[src/rtl/srio_pkg.sv]
// srio_pkg: shared SRIO NWRITE constants, FSM states and HELLO header assembly
package srio_pkg;

    localparam logic [3:0] FTYPE_NWRITE   = 4'h5;
    localparam logic [3:0] TTYPE_NWRITE   = 4'h4;
    localparam logic [3:0] TTYPE_NWRITE_R = 4'h5;

    localparam int HDR_TID_LSB   = 56;
    localparam int HDR_FTYPE_LSB = 52;
    localparam int HDR_TTYPE_LSB = 48;
    localparam int HDR_PRIO_LSB  = 45;
    localparam int HDR_CRF_BIT   = 44;
    localparam int HDR_SIZE_LSB  = 36;

    typedef enum logic [1:0] {ST_IDLE, ST_HDR, ST_DATA, ST_DONE} state_e;

    function automatic logic [63:0] hello_hdr(
        input logic [7:0]  tid,
        input logic [3:0]  ttype,
        input logic [1:0]  prio,
        input logic        crf,
        input logic [7:0]  size,
        input logic [33:0] addr
    );
        logic [63:0] h;
        h = '0;
        h[HDR_TID_LSB +: 8]   = tid;
        h[HDR_FTYPE_LSB +: 4] = FTYPE_NWRITE;
        h[HDR_TTYPE_LSB +: 4] = ttype;
        h[HDR_PRIO_LSB +: 2]  = prio;
        h[HDR_CRF_BIT]        = crf;
        h[HDR_SIZE_LSB +: 8]  = size;
        h[33:0]               = addr;
        return h;
    endfunction

endpackage

[src/rtl/nwrite_seg_calc.sv]
// nwrite_seg_calc: payload size, beat count and last-segment flag for the next packet
module nwrite_seg_calc #(
    parameter int MAX_SEG_BYTES = 256
) (
    input  logic [12:0] rem_bytes_i,
    output logic [8:0]  seg_bytes_o,
    output logic [5:0]  seg_beats_o,
    output logic        last_seg_o
);

    assign last_seg_o  = rem_bytes_i <= 13'(MAX_SEG_BYTES);
    // When this is the last segment the remainder fits in 9 bits, so the slice is lossless.
    assign seg_bytes_o = last_seg_o ? rem_bytes_i[8:0] : 9'(MAX_SEG_BYTES);
    assign seg_beats_o = 6'((seg_bytes_o + 9'd7) >> 3);

endmodule

[src/rtl/nwrite_req_pack.sv]
// nwrite_req_pack: splits a user write into HELLO NWRITE/NWRITE_R packets on the ireq stream
module nwrite_req_pack
    import srio_pkg::*;
#(
    parameter int         MAX_SEG_BYTES = 256,
    parameter logic [1:0] PRIO          = 2'b01,
    parameter logic       CRF           = 1'b0,
    parameter int         WITH_RESP     = 0,
    parameter logic [7:0] TID_INIT      = 8'h00
) (
    input  logic        log_clk,
    input  logic        log_rst_n,
    input  logic [33:0] user_addr_in,
    input  logic [11:0] user_tsize_in,
    input  logic [63:0] user_tdata_in,
    input  logic        user_tvalid_in,
    input  logic [7:0]  user_tkeep_in,
    input  logic        user_tlast_in,
    output logic        user_tready_o,
    output logic        nwr_ready_o,
    output logic        nwr_busy_o,
    output logic        nwr_done_o,
    output logic        len_err_o,
    input  logic [15:0] src_id_in,
    input  logic [15:0] dest_id_in,
    output logic [63:0] ireq_tdata_o,
    output logic        ireq_tvalid_o,
    output logic [7:0]  ireq_tkeep_o,
    output logic        ireq_tlast_o,
    output logic [31:0] ireq_tuser_o,
    input  logic        ireq_tready_in
);

    localparam logic [3:0] TTYPE = (WITH_RESP != 0) ? TTYPE_NWRITE_R : TTYPE_NWRITE;

    state_e      state_q, state_d;
    logic [33:0] addr_q, addr_d;
    logic [12:0] rem_q, rem_d;
    logic [7:0]  tid_q, tid_d;
    logic [5:0]  cnt_q, cnt_d;
    logic        len_err_q, len_err_d;
    logic [8:0]  seg_bytes;
    logic [5:0]  seg_beats;
    logic        last_seg;
    logic        final_beat;
    logic        early_last;

    nwrite_seg_calc #(.MAX_SEG_BYTES(MAX_SEG_BYTES)) u_seg_calc (
        .rem_bytes_i (rem_q),
        .seg_bytes_o (seg_bytes),
        .seg_beats_o (seg_beats),
        .last_seg_o  (last_seg)
    );

    assign nwr_ready_o = log_rst_n && state_q == ST_IDLE;
    assign nwr_busy_o  = state_q == ST_HDR || state_q == ST_DATA;
    assign nwr_done_o  = state_q == ST_DONE;
    assign len_err_o   = len_err_q;

    // State and transfer bookkeeping registers; reset drops any packet in flight.
    always_ff @(posedge log_clk or negedge log_rst_n) begin
        if (!log_rst_n) begin
            state_q   <= ST_IDLE;
            addr_q    <= '0;
            rem_q     <= '0;
            tid_q     <= TID_INIT;
            cnt_q     <= '0;
            len_err_q <= 1'b0;
        end else begin
            state_q   <= state_d;
            addr_q    <= addr_d;
            rem_q     <= rem_d;
            tid_q     <= tid_d;
            cnt_q     <= cnt_d;
            len_err_q <= len_err_d;
        end
    end

    // Next-state logic plus header emission and combinational data pass-through.
    always_comb begin
        state_d       = state_q;
        addr_d        = addr_q;
        rem_d         = rem_q;
        tid_d         = tid_q;
        cnt_d         = cnt_q;
        len_err_d     = 1'b0;
        user_tready_o = 1'b0;
        ireq_tdata_o  = '0;
        ireq_tvalid_o = 1'b0;
        ireq_tkeep_o  = '0;
        ireq_tlast_o  = 1'b0;
        ireq_tuser_o  = '0;
        final_beat    = last_seg && cnt_q == 6'd1;
        early_last    = user_tlast_in && !final_beat;
        case (state_q)
            ST_IDLE: begin
                if (user_tvalid_in) begin
                    addr_d  = user_addr_in;
                    rem_d   = 13'(user_tsize_in) + 13'd1;
                    state_d = ST_HDR;
                end
            end
            ST_HDR: begin
                ireq_tvalid_o = 1'b1;
                ireq_tkeep_o  = 8'hFF;
                ireq_tuser_o  = {src_id_in, dest_id_in};
                ireq_tdata_o  = hello_hdr(tid_q, TTYPE, PRIO, CRF, 8'(seg_bytes - 9'd1), addr_q);
                if (ireq_tready_in) begin
                    tid_d   = tid_q + 8'd1;
                    cnt_d   = seg_beats;
                    state_d = ST_DATA;
                end
            end
            ST_DATA: begin
                ireq_tdata_o  = user_tdata_in;
                ireq_tvalid_o = user_tvalid_in;
                user_tready_o = ireq_tready_in;
                ireq_tuser_o  = {src_id_in, dest_id_in};
                ireq_tkeep_o  = final_beat ? user_tkeep_in : 8'hFF;
                ireq_tlast_o  = cnt_q == 6'd1 || early_last;
                if (user_tvalid_in && ireq_tready_in) begin
                    cnt_d = cnt_q - 6'd1;
                    if (early_last) begin
                        len_err_d = 1'b1;
                        state_d   = ST_DONE;
                    end else if (cnt_q == 6'd1) begin
                        rem_d     = rem_q - 13'(seg_bytes);
                        addr_d    = addr_q + 34'(seg_bytes);
                        state_d   = last_seg ? ST_DONE : ST_HDR;
                        len_err_d = last_seg && !user_tlast_in;
                    end
                end
            end
            default: state_d = ST_IDLE;
        endcase
    end

endmodule

[config.mk]
export PLATFORM = sky130hd
export DESIGN_NAME = nwrite_req_pack
export DESIGN_NICKNAME = d
export VERILOG_FILES = /design/src/rtl/srio_pkg.sv /design/src/rtl/nwrite_seg_calc.sv /design/src/rtl/nwrite_req_pack.sv
export SDC_FILE = /design/constraint.sdc
export NUM_CORES = 1
export LEC_CHECK = 0
export BUFFER_PORTS_ARGS = -buffer_cell sky130_fd_sc_hd__buf_2
export CAP_MARGIN = 10
export CORE_MARGIN = 2
export CORE_UTILIZATION = 40
export DETAILED_ROUTE_END_ITERATION = 6
export GPL_TIMING_DRIVEN = 0
export PLACE_DENSITY = 0.69
export REMOVE_ABC_BUFFERS = 1
export SETUP_SLACK_MARGIN = 0.4
export SLEW_MARGIN = 10
export SYNTH_ARGS = -nofsm -noshare
export SYNTH_HDL_FRONTEND = slang
export SYNTH_SLANG_ARGS = --single-unit
[constraint.sdc]
create_clock -name log_clk -period 4.55 [get_ports log_clk]
set_clock_uncertainty 0.15 [all_clocks]
set_input_delay 0.91 -clock log_clk [delete_from_list [all_inputs] [get_ports log_clk]]
set_output_delay 0.91 -clock log_clk [all_outputs]
set_load 0.01 [all_outputs]
==> results of run 1 <==
[stage by stage]
step                instance area [µm²]  hold WS [ps]  setup TNS [ps]
finish                             8020           329               0
global route                       8020           357               0
CTS                                7830           330               0
detailed placement                 7460           319           -8750
global placement                   7330           319         -237610
floorplan                          5770           296          -15120
[cells in the mapped netlist (9+ instances only)]
cell type / count / share of area (%)
dfrtp_1: 64 / 27
nand2_1: 62 / 3.9
o21ai_0: 58 / 4.8
and2_1: 57 / 5.9
nor2b_1: 50 / 5.2
a22oi_1: 48 / 6.0
clkbuf_1: 43 / 2.7
a21oi_1: 42 / 3.5
nand3_1: 38 / 3.2
nor2_1: 38 / 2.4
xnor2_1: 22 / 3.2
ha_1: 21 / 4.4
nor3_1: 18 / 1.5
and3_1: 14 / 1.5
o22ai_1: 14 / 1.5
inv_1: 13 / 0.81
mux2i_1: 12 / 2.0
or3_1: 11 / 1.1
a21boi_0: 9 / 1.1
buf_1: 9 / 0.56
xor2_1: 9 / 1.3
[cell type report]
class                   count  area share, %
clock inverters             4          0.250
inverters                  13          0.608
multi-input cells         644           53.6
flip-flops and latches     64           20.0
repair buffers            288           19.5
diodes                      4          0.125
clock buffers              12           3.07
well taps                 184           2.87
[power by group through the flow]
stage                     sequential, mW  combinational [mW]  clock (mW)
final                               1.21                3.60       0.643
after global routing                1.26                4.00       0.676
after CTS                           1.20                3.46       0.646
after detailed placement            1.21                3.40           0
after global placement              1.20                3.34           0
after floorplan                     1.09                2.26           0
[registers in the layout, summed over array words and instances, names as in the netlist]
name and flops:
tid_q 8, addr_q 34, cnt_q 6, rem_q 13, state_q 2, len_err_o 1
[what timing repair did]
item | 4_1_cts | 5_1_grt
buffers inserted | 4 | 13
resized for setup | 15 | 21
endpoints found under the setup margin | 41 | 32
cloned | 1 | 1
pin swaps | 2 | 10
hold buffers | 0 | 0
[logic make-up after synthesis]
family,after synthesis,synth area share (%)
DFF,64,26.7
adders and majority gates,22,4.71
buffers and inverters,70,4.73
muxes,13,2.19
AOI/OAI and AO/OA,250,27.9
and+or+nand+nor,325,29.3
other,1,0.0624
xor gates and xnor gates,31,4.52
[routing by layer]
metal | up-vias | global-route usage [%] | routed length, µm
met5 | - | 0 | 0
met4 | 0 | 9.18 | 549
met3 | 42 | 4.09 | 1440
met2 | 303 | 47.4 | 11200
met1 | 3250 | 32.9 | 8880
li1 | 3357 | - | -
[final timing paths]
kind / from / end / slack, ps / cells past startpoint
worst min register to register: tid_q[7]$_DFFE_PN0P_ / tid_q[7]$_DFFE_PN0P_ / 330 / 1
max in group asynchronous: log_rst_n / state_q[1]$_DFFE_PN0P_ / 3340 / 2
worst max register to register: rem_q[2]$_DFFE_PN0P_ / addr_q[14]$_DFFE_PN0P_ / 510 / 12
worst min-delay path: tid_q[7]$_DFFE_PN0P_ / tid_q[7]$_DFFE_PN0P_ / 330 / 1
worst max-delay path: rem_q[2]$_DFFE_PN0P_ / ireq_tdata_o[38] / 440 / 9
min in group asynchronous: log_rst_n / addr_q[12]$_DFFE_PN0P_ / 360 / 1
==> results.json, run 1 <==
{
  "grt_pass1_wl_um": 34300,
  "cp_max_fo": 6,
  "startpoint_type": "flop",
  "grt_overflow": 0,
  "dp.cells": 1174,
  "antenna_found_initial": 6,
  "fp.dieW_um": 127,
  "seq_area_mm2": 0.00161,
  "drive_gt1_share_pct": 33.7,
  "synth_seq_cells": 64,
  "fp-row-count": 44,
  "switching_share_pct": 49.1,
  "comb_power_share_pct": 66.1,
  "io_pins": 266,
  "vias_per_cell": 5.73,
  "cpMaxStageDelayCell": "or4_4",
  "ys_async_sr_fraction_pct": 100,
  "avgSynthCellArea_um2": 7.74,
  "crit_buf_inv": 2,
  "finalSetupViolations": 0,
  "yosysWarnings": 0,
  "worst_pin_slew_ps": 1030,
  "clock_latency_ps": 340,
  "hold_class": "reg -> reg",
  "rsz0062_at_grt": "true",
  "total_power_mw": 5.45,
  "cts_buffers": 9,
  "grt_max_degree": 70,
  "clock_sinks": 64,
  "clock-root-buffer": "clkbuf_16",
  "wl_per_cell_um": 18.2,
  "intPower_mw": 2.77,
  "fin_util_pct": 55.0,
  "grt_pass1_vias": 6432,
  "die_y_um": 127,
  "max_cap_viol_count": 0,
  "synthCells": 776,
  "fill_cells": 1374,
  "routed_wirelength_um": 22100,
  "postRouteAntennaNets": 0,
  "fin_crit_sh_pct": 90.4,
  "final.setup.worst_slack_ps": 439,
  "clk_pin_slew_ps": 60,
  "synthFlopType": "dfrtp_1",
  "dieArea_mm2": 0.0160,
  "pwr-share-seq_pct": 22.1,
  "finalHoldViolCount": 0,
  "grt_usage_pct": 26.7,
  "stdcell_count": 1213,
  "status": "completed",
  "vias": 6952,
  "crit_arrival_ps": 3050,
  "period_needed_ps": 4110,
  "switchingPower_mw": 2.67,
  "required_ps": 3490,
  "final_common_cell": "buf_2",
  "initialDrtViolationCount": 401,
  "maxSlewHeadroom_pct": 31.1,
  "synth.distinct_cells": 70,
  "fmax_mhz": 243,
  "vdd_drop_max_mv": 0.469,
  "cts_tree": "yes",
  "gp_congestion": 0.859,
  "synth_edf_count": 0,
  "clkPwrFrac_pct": 11.8,
  "powerDensity_mw_per_mm2": 679,
  "synthToLayoutAreaGrowth_pct": 33.6,
  "ys_seq_area_share_pct": 26.7,
  "critPathMaxStageDelay_ps": 550,
  "final_nets": 1197,
  "initial_core_util_pct": 41.2,
  "slew_violations": 0,
  "end_kind": "primary output",
  "cts_buffer_depth": 2,
  "htree_levels": 3,
  "multi_input_area_mm2": 0.00430,
  "power.leakage_nw": 3.72,
  "dp.final_hpwl_um": 16000,
  "cp_top_family": "simple AND/OR/NAND/NOR gates",
  "port-buffer-count": 265,
  "drtPass1Iterations": 5,
  "worstSetupPathType": "reg -> out",
  "coreArea_mm2": 0.0146,
  "worstPathCellList": "or4_4 -> or4b_4 -> a21oi_4 -> nand2_2 -> ha_4 -> buf_4 -> xnor2_1 -> o21ai_1 -> buf_2",
  "final_cell_mix": "buf_2, dfrtp_1, nand2_1",
  "place_ws_ps": -633,
  "drc": 0,
  "netlist_area_mm2": 0.00601
}
(Power assumes the default switching activity.)
==> run 2, diff against run 1 <==
--- a/config.mk
+++ b/config.mk
@@ -8,10 +8,10 @@
 export BUFFER_PORTS_ARGS = -buffer_cell sky130_fd_sc_hd__buf_2
 export CAP_MARGIN = 10
 export CORE_MARGIN = 2
-export CORE_UTILIZATION = 40
+export CORE_UTILIZATION = 28
 export DETAILED_ROUTE_END_ITERATION = 6
 export GPL_TIMING_DRIVEN = 0
-export PLACE_DENSITY = 0.69
+export RECOVER_POWER = 25
 export REMOVE_ABC_BUFFERS = 1
 export SETUP_SLACK_MARGIN = 0.4
 export SLEW_MARGIN = 10
==> run 2 against run 1 <==
Net effect: non-clock buffer count increased by 5; highest routed layer is now met5; utilization down 16 points; critical path depth increased by 2; critical endpoint is now ireq_tdata_o[40]; die area rose by 41%; the flow now finishes with violations (capacitance limit, slew limit); clock power grew 3.9%; largest cell class unchanged.
==> results.json, run 2 (synthesized netlist as in run 1, its figures left out) <==
{
  "status": "finished with violations",
  "violations": "capacitance limit, slew limit",
  "cp_max_fo": 7,
  "wl_per_cell_um": 18.0,
  "max_cap_viol_count": 1,
  "antenna_found_initial": 4,
  "final_cell_area_mm2": 0.00821,
  "vdd_drop_max_mv": 0.298,
  "final_cell_mix": "buf_2, dfrtp_1, nand2_1",
  "r2r_slack_ps": 620,
  "r2r_end": "addr_q[20]$_DFFE_PN0P_",
  "maxSlewHeadroom_pct": -23.5,
  "vias_per_cell": 5.32,
  "grt_pass1_vias": 6409,
  "whs_ps": 334,
  "final_nets": 1201,
  "grt_max_degree": 64,
  "cpMaxStageDelayCell": "or4_4",
  "largest_reg_flops": 34,
  "hold_class": "reg -> reg",
  "grt_usage_pct": 20.1,
  "synthToLayoutAreaGrowth_pct": 36.7,
  "clk_pin_slew_ps": 60,
  "worstPathCellList": "or4_4 -> or4b_4 -> a21oi_4 -> buf_12 -> nand2_2 -> ha_4 -> o21ai_1 -> o21ai_1 -> a22oi_1 -> o21ai_1 -> buf_2",
  "startpoint": "rem_q[2]$_DFFE_PN0P_",
  "final_common_cell": "buf_2",
  "r2r-start": "rem_q[8]$_DFFE_PN0P_",
  "place_area_mm2": 0.00758,
  "coreArea_mm2": 0.0210,
  "crit_arrival_ps": 2980,
  "cpMostUsedCell": "o21ai_1",
  "die_y_um": 150,
  "clock-root-buffer": "clkbuf_16",
  "drive_gt1_share_pct": 34.1,
  "worstSetupPathType": "reg -> out",
  "gp_congestion": 0.847,
  "clock_sinks": 64,
  "rsz0062_at_grt": "false",
  "htree_levels": 3,
  "initial_core_util_pct": 28.6,
  "routed_wirelength_um": 23500,
  "grt_pass1_wl_um": 35400,
  "fp-row-count": 53,
  "fin_util_pct": 39.0,
  "power.leakage_nw": 3.75,
  "period_needed_ps": 4040,
  "dp.final_hpwl_um": 17200,
  "io_pins": 266,
  "required_ps": 3490,
  "drc": 0,
  "cts_buffer_depth": 2,
  "fp.dieW_um": 150,
  "clock_latency_ps": 340,
  "dieArea_mm2": 0.0226,
  "port-buffer-count": 265,
  "end_kind": "primary output",
  "grt_overflow": 0,
  "fin_crit_sh_pct": 88.7,
  "startpoint_type": "flop",
  "drtPass1Iterations": 5,
  "regMostFlops": "addr_q",
  "initialDrtViolationCount": 296,
  "cts_buffers": 9,
  "fmax_mhz": 248,
  "postRouteAntennaNets": 0,
  "finalHoldViolCount": 0,
  "powerDensity_mw_per_mm2": 674,
  "endpoint": "ireq_tdata_o[40]",
  "worst_pin_slew_ps": 1850,
  "vias": 6947,
  "largestRegisters": "addr_q x34, rem_q x13, tid_q x8",
  "finalSetupViolations": 0,
  "slew_violations": 30,
  "cts_tree": "yes",
  "critPathMaxStageDelay_ps": 570,
  "rr_worst_depth": 12,
  "total_power_mw": 5.53
}
==> run 2: cell count changes in the layout (fill, tap and decap cells not counted), sizes merged <==
| cell | delta |
|---|---|
| a21oi | -1 |
| buf | +4 |
| clkbuf | +1 |
| clkinv | -2 |
| clkinvlp | +1 |
| diode | -1 |
==> run 2: final cells by class <==
| class | instances | area, µm² |
|---|---|---|
| Clock buffer | 12 | 256 |
| Antenna cell | 3 | 7.51 |
| Timing Repair Buffer | 293 | 1620 |
| Fill cell | 2278 | 12800 |
| Clock inverter | 3 | 17.5 |
| Inverter | 13 | 48.8 |
| Multi-Input combinational cell | 643 | 4310 |
| Tap cell | 275 | 344 |
| Sequential cell | 64 | 1610 |
==> run 2: how the worst min path moves through the flow <==
| stage | from | end | slack (ps) | cells after the start |
|---|---|---|---|---|
| global placement | tid_q[7]$_DFFE_PN0P_ | tid_q[7]$_DFFE_PN0P_ | 320 | 1 |
| CTS | tid_q[7]$_DFFE_PN0P_ | tid_q[7]$_DFFE_PN0P_ | 330 | 1 |
| finish | tid_q[7]$_DFFE_PN0P_ | tid_q[7]$_DFFE_PN0P_ | 330 | 1 |
| global route | tid_q[7]$_DFFE_PN0P_ | tid_q[7]$_DFFE_PN0P_ | 360 | 1 |
| detailed placement | tid_q[7]$_DFFE_PN0P_ | tid_q[7]$_DFFE_PN0P_ | 320 | 1 |
| floorplan | tid_q[7]$_DFFE_PN0P_ | tid_q[7]$_DFFE_PN0P_ | 300 | 1 |
==> run 2: per-layer routing <==
metal  global-route usage, %  vias up  part of all wire (%)
met5                       0        -                 0.055
met4                    6.04        2                   1.7
met3                    3.97       28                   7.0
met2                    34.7      273                    49
met1                    25.4     3269                    42
li1                        -     3375                     -
==> run 2: critical path, delay by kind of cell, from the launching register on <==
| kind | cells | cell delay [ps] |
|---|---|---|
| compound gates | 5 | 610 |
| fa+ha+maj | 1 | 190 |
| buf+inv | 2 | 270 |
| flops | 1 | 410 |
| simple gates | 3 | 1170 |
==> run 2: power breakdown <==
group | total, mW | internal, mW | switching (mW)
registers | 1.21 | 0.824 | 0.389
clock network | 0.668 | 0.394 | 0.274
logic | 3.65 | 1.59 | 2.05
total | 5.53 | 2.81 | 2.72
==> run 2: through the flow <==
| step | instances | setup WS [ps] | TNS (ps) |
|---|---|---|---|
| 2_1_floorplan | 719 | -558 | -15120 |
| 6_report | 1306 | 512 | 0 |
| 3_3_place_gp | 1259 | -3910 | -267340 |
| 4_1_cts | 1296 | 396 | 0 |
| 5_1_grt | 1304 | 325 | 0 |
| 3_5_place_dp | 1264 | -738 | -12400 |
==> run 2: what timing repair did <==
item / 4_1_cts / 5_1_grt
resized for setup: 25 / 18
endpoints found under the setup margin: 46 / 33
pin swaps: 6 / 11
setup buffers: 16 / 7
hold buffers: 0 / 0
gates cloned: 1 / 0
